$ cat src/rtl/ga_result_writeback.sv
// rtl/ga_result_writeback.sv - queues even-ALU multivector results and streams them as 32-bit register-file write beats
// Build option: define GA_WB_ERR_DROP_EN to discard errored results instead of streaming them.

// Even-grade 3D multivector produced by the even ALU: scalar plus three bivector parts, 20-bit fixed point each.
typedef struct packed {
    logic signed [19:0] s;
    logic signed [19:0] e12;
    logic signed [19:0] e23;
    logic signed [19:0] e31;
} ga_multivector_t;

module ga_result_writeback #(
    parameter  int DEPTH     = 2,
    localparam int NUM_WORDS = ($bits(ga_multivector_t) + 31) / 32,
    localparam int IDX_W     = (NUM_WORDS > 1) ? $clog2(NUM_WORDS) : 1
) (
    input  logic             clk_i,
    input  logic             rst_ni,
    input  logic             res_valid_i,
    input  ga_multivector_t  res_i,
    input  logic             res_error_i,
    output logic             space_o,
    output logic             wr_valid_o,
    input  logic             wr_ready_i,
    output logic [31:0]      wr_data_o,
    output logic [IDX_W-1:0] wr_idx_o,
    output logic             wr_last_o,
    output logic             wr_error_o,
    output logic             overflow_o
);

    localparam int DATA_W = NUM_WORDS * 32;
    localparam int ENT_W  = DATA_W + 1;
    localparam int PTR_W  = $clog2(DEPTH);
    localparam int CNT_W  = $clog2(DEPTH + 1);

    localparam logic [IDX_W-1:0] LAST_IDX = IDX_W'(NUM_WORDS - 1);
    localparam logic [CNT_W-1:0] DEPTH_C  = CNT_W'(DEPTH);
    localparam logic [PTR_W-1:0] PTR_MAX  = PTR_W'(DEPTH - 1);

`ifdef GA_WB_ERR_DROP_EN
    localparam bit ERR_DROP = 1'b1;
`else
    localparam bit ERR_DROP = 1'b0;
`endif

    typedef enum logic {
        ST_IDLE = 1'b0,
        ST_SEND = 1'b1
    } state_t;

    state_t           state_q,    state_d;
    logic [CNT_W-1:0] count_q,    count_d;
    logic [PTR_W-1:0] wr_ptr_q,   wr_ptr_d;
    logic [PTR_W-1:0] rd_ptr_q,   rd_ptr_d;
    logic [IDX_W-1:0] word_q,     word_d;
    logic             overflow_q, overflow_d;

    // Each entry is {error flag, zero-padded result}.
    logic [ENT_W-1:0] mem_q [DEPTH];

    logic [DATA_W-1:0] res_pad;
    logic [ENT_W-1:0]  head;
    logic [DATA_W-1:0] head_data;
    logic              head_err;
    logic              sending;
    logic              last_beat;
    logic              beat_acc;
    logic              pop;
    logic              space;
    logic              drop_err;
    logic              push;
    logic              out_en;

    // Next-state logic: pop is resolved before push so a full FIFO can take a result on its final beat.
    always_comb begin
        res_pad                                 = '0;
        res_pad[$bits(ga_multivector_t)-1:0]    = res_i;

        head      = mem_q[rd_ptr_q];
        head_data = head[DATA_W-1:0];
        head_err  = head[DATA_W];

        sending   = (state_q == ST_SEND);
        last_beat = (word_q == LAST_IDX);
        beat_acc  = sending && wr_ready_i;
        pop       = beat_acc && last_beat;
        space     = (count_q < DEPTH_C) || pop;

        // Errored results vanish entirely in the drop build: no enqueue and no overflow.
        drop_err  = ERR_DROP && res_error_i;
        push      = res_valid_i && !drop_err && space;

        overflow_d = overflow_q || (res_valid_i && !drop_err && !space);
        count_d    = count_q + CNT_W'(push) - CNT_W'(pop);

        wr_ptr_d = wr_ptr_q;
        if (push) begin
            wr_ptr_d = (wr_ptr_q == PTR_MAX) ? '0 : wr_ptr_q + PTR_W'(1);
        end

        rd_ptr_d = rd_ptr_q;
        if (pop) begin
            rd_ptr_d = (rd_ptr_q == PTR_MAX) ? '0 : rd_ptr_q + PTR_W'(1);
        end

        word_d = word_q;
        if (beat_acc) begin
            word_d = last_beat ? '0 : word_q + IDX_W'(1);
        end

        // SEND whenever anything is queued; this also gives back-to-back results with no bubble.
        state_d = (count_d != '0) ? ST_SEND : ST_IDLE;
    end

    // Control state; synchronous active-low reset discards everything queued or in flight.
    always_ff @(posedge clk_i) begin
        if (!rst_ni) begin
            state_q    <= ST_IDLE;
            count_q    <= '0;
            wr_ptr_q   <= '0;
            rd_ptr_q   <= '0;
            word_q     <= '0;
            overflow_q <= 1'b0;
        end else begin
            state_q    <= state_d;
            count_q    <= count_d;
            wr_ptr_q   <= wr_ptr_d;
            rd_ptr_q   <= rd_ptr_d;
            word_q     <= word_d;
            overflow_q <= overflow_d;
        end
    end

    // Result storage; written only on an accepted push, so its contents need no reset.
    always_ff @(posedge clk_i) begin
        if (rst_ni && push) begin
            mem_q[wr_ptr_q] <= {res_error_i, res_pad};
        end
    end

    // Beat outputs come straight from registered state; reset forces them quiet in the same cycle.
    always_comb begin
        out_en     = sending && rst_ni;
        wr_valid_o = out_en;
        wr_data_o  = out_en ? head_data[{word_q, 5'b00000} +: 32] : '0;
        wr_idx_o   = out_en ? word_q : '0;
        wr_last_o  = out_en && last_beat;
        wr_error_o = out_en && !ERR_DROP && head_err;
        space_o    = !rst_ni || space;
        overflow_o = overflow_q;
    end

endmodule

$ cat config.mk
export PLATFORM = sky130hd
export DESIGN_NAME = ga_result_writeback
export DESIGN_NICKNAME = d
export VERILOG_FILES = /design/src/rtl/ga_result_writeback.sv
export SDC_FILE = /design/constraint.sdc
export NUM_CORES = 1
export LEC_CHECK = 0
export CORE_MARGIN = 4
export CORE_UTILIZATION = 55
export CTS_CLUSTER_DIAMETER = 30
export DETAILED_ROUTE_END_ITERATION = 10
export DONT_BUFFER_PORTS = 1
export PLACE_DENSITY = 0.73
export SETUP_SLACK_MARGIN = 0.5
export SYNTH_ARGS = -nofsm -noshare
export SYNTH_HDL_FRONTEND = slang
export SYNTH_SLANG_ARGS = --single-unit
$ cat constraint.sdc
create_clock -name clk_i -period 8.55 [get_ports clk_i]
set_clock_uncertainty 0.15 [all_clocks]
set_input_delay 1.2825 -clock clk_i [delete_from_list [all_inputs] [get_ports clk_i]]
set_output_delay 1.2825 -clock clk_i [all_outputs]
set_load 0.005 [all_outputs]
==> impl_metrics.csv <==
group,metric,value,unit
sta,slew_headroom,0.258,
detailed_routing,drc_errors,0,
yosys,ys_ff_latch,171,
status,outcome,"finished clean",
yosys,synth_edf_count,162,
clock_tree,clock_latency,0.42,ns
detailed_routing,drt_iter0_markers,250,
hold_path,min_path_cells,2,
placed_design,portBuffers,0,
yosys,synth.avg_cell_area,18.5,sq um
setup_path,r2r_end,"mem_q[0][36]",
sta,tightest_slew,1.11,ns
die,core,12000,sq um
die,ios,124,
die,die_height,119,microns
sta,hold_viol_final,0,
grt,grt_start_max_net_pins,82,
setup_path,crit_family,"flip-flops",
sta,clock.fmax,0.246,GHz
grt,grtUsageTotal,0.172,
clock_tree,clockBufferDepth,2,
hold_path,whs_endpoint,"overflow_o",
clock_tree,cts_buffers,17,
detailed_routing,dr_total_vias,3161,
grt,grt_overflow,0,
yosys,netlist_area,6730,sq um
pwr,vdd_drop_max,0.199,mV
clock_tree,clkTransAtPathRegs,0.06,ns
detailed_routing,drt-wirelength-per-cell,22.4,microns
detailed_routing,postRouteAntennaNets,0,
cells_and_area,nFillCells,812,
sta,drv_slew,0,
setup_path,start_kind,"flop",
cells_and_area,final_nets,451,
setup_path,crit_slowest_cell,"dfxtp_1",
clock_tree,cts_resized,0,
setup_path,required,7.12,ns
flow_run,drv_cap,0,
placed_design,place_congestion,0.765,
placed_design,hpwl,7000,microns
detailed_routing,wirelength,11700,microns
sta,period_needed,4.07,ns
setup_path,critPathKind,"reg2out",
cells_and_area,final_cell_mix,"162 x edfxtp_1, 34 x nor2_1, 31 x mux2i_1, 17 x mux2_2, 17 x clkbuf_16",
yosys,syn-num-nets,450,
yosys,synth_seq_area_share,0.750,
sta,period_share,0.476,
die,initial_core_util,0.560,
yosys,synth_ff_type,"edfxtp_1",
setup_path,crit-reg2reg-launch,"word_q[0]",
hold_path,hp-class,"reg2reg",
cells_and_area,antenna_cells,0,
die,die_x,119,microns
setup_path,reg2reg_depth,5,
clock_tree,cts_sinks,171,
clock_tree,cts_setup_buffers,0,
grt,grt_pass1_vias,3295,
detailed_routing,viasPerCell,6.04,
setup_path,crit_fanout,24,
placed_design,dp.cells,492,
setup_path,cpPeakStageDelay,1.00,ns
die,die-area,14100,sq um
grt,grt_pass1_wl,18100,microns
sta,tns,0,ns
cells_and_area,final-instance-count-excl-fill,523,
clock_tree,tritoncts,"yes",
cells_and_area,multiInputGateArea,1540,sq um
yosys,ys_types,33,
cells_and_area,layout_commonest_cell,"edfxtp_1",
detailed_routing,first_pass_iters,4,
clock_tree,root_buffer,"clkbuf_16",
hold_path,hp-start,"overflow_o",
yosys,synthArstFlopShare,0,
setup_path,endpoint_kind,"output pin",
sta,rsz0062_at_grt,"no",
setup_path,cp_num_buf_inv,0,
yosys,synth_cells,363,
die,rows,40,
clock_tree,cts_hold_buf,0,
setup_path,arrival,2.64,ns
pwr,power_density,257,nW/um^2
cells_and_area,area_growth,11.1,%
sta,finalSetupViolCount,0,
setup_path,path_cells,"nand2b_1, o22a_1, nor2_1",
cells_and_area,register_area,5050,sq um
setup_path,rrSetupSlack,5.28,ns
yosys,yosysWarnings,0,
grt,antenna_found_initial,0,
clock_tree,h-tree-depth,4,
cells_and_area,drive_gt1_frac,0.178,
pwr,p_leak,2.37,nW
logic make-up (layout without fill, tap and decap cells):
logic type      after synthesis  count (layout)  synth area share
xor+xnor                      3               3           0.00391
compound gates               36              36            0.0433
buf+inv                      27              40            0.0242
flops                       171             171             0.750
fa+ha+maj                     2               2           0.00372
mux                          65              65             0.134
simple gates                 59              59            0.0409
metrics by stage:
stage	hold WS, ns	cell area, sq um	total power [W]	worst slack [ns]	utilization
floorplan	0.302	6730	0.00108	2.69	-
global placement	0.318	6820	0.00109	4.81	0.568
detailed placement	0.322	6820	0.00110	4.73	0.568
CTS	0.336	7470	0.00194	4.35	0.622
global route	0.369	7470	0.00199	4.23	0.622
finish	0.331	7470	0.00192	4.48	0.622
area by class of cell:
cell class              count  share of cell area
clock buffers              17              0.0569
clock inverters            14              0.0303
inverters                   5             0.00251
multi-input cells         165               0.206
flip-flops and latches    171               0.676
well taps                 147              0.0246
repair buffers              4             0.00402
tightest hold or removal path, delay by kind of cell, from the launching register on:
family,cells,cell delay [ns]
AND/OR/NAND/NOR,1,0.06
flip-flops,1,0.32
AO/OA/AOI/OAI,1,0.05
synth_stat cells (all sizes together) (8+ instances only):
cell      n  share of area
edfxtp  162           0.72
nor2     35          0.020
mux2i    31          0.046
mux2     17          0.028
mux4     17          0.059
a22oi    16          0.019
o22a     15          0.020
buf      14          0.017
dfxtp     9          0.027
clkbuf    8         0.0045
per-layer routing:
layer	track usage	share of wire	wire length [microns]	vias up
li1	-	-	-	1429
met1	0.200	0.40	4650	1588
met2	0.271	0.49	5700	122
met3	0.0895	0.097	1140	22
met4	0.0688	0.018	216	0
met5	0	0	0	-
registers in the layout, summed over array words and instances, names as in the netlist, named ones only:
signal	flops
sending	1
mem_q	162
word_q	2
wr_ptr_q	1
count_q	2
overflow_o	1
rd_ptr_q	1
worst max path at each step:
| stage | start | cells past startpoint | to | slack (ns) |
|---|---|---|---|---|
| after floorplan | rst_ni | 4 | mem_q[1][0] | 2.69 |
| after global placement | rst_ni | 4 | wr_data_o[30] | 4.81 |
| after detailed placement | rst_ni | 4 | wr_data_o[30] | 4.73 |
| after CTS | word_q[0] | 3 | wr_data_o[28] | 4.35 |
| after global routing | word_q[0] | 3 | wr_data_o[19] | 4.23 |
| final | word_q[0] | 3 | wr_data_o[28] | 4.48 |
report_power, final:
group	internal (W)	switching [W]	total (W)
clock	0.000542	0.000297	0.000839
combinational	0.0000394	0.0000610	0.000100
sequential	0.000965	0.0000152	0.000980
total	0.00155	0.000373	0.00192
Note: power is estimated with default switching activity, not from simulation.
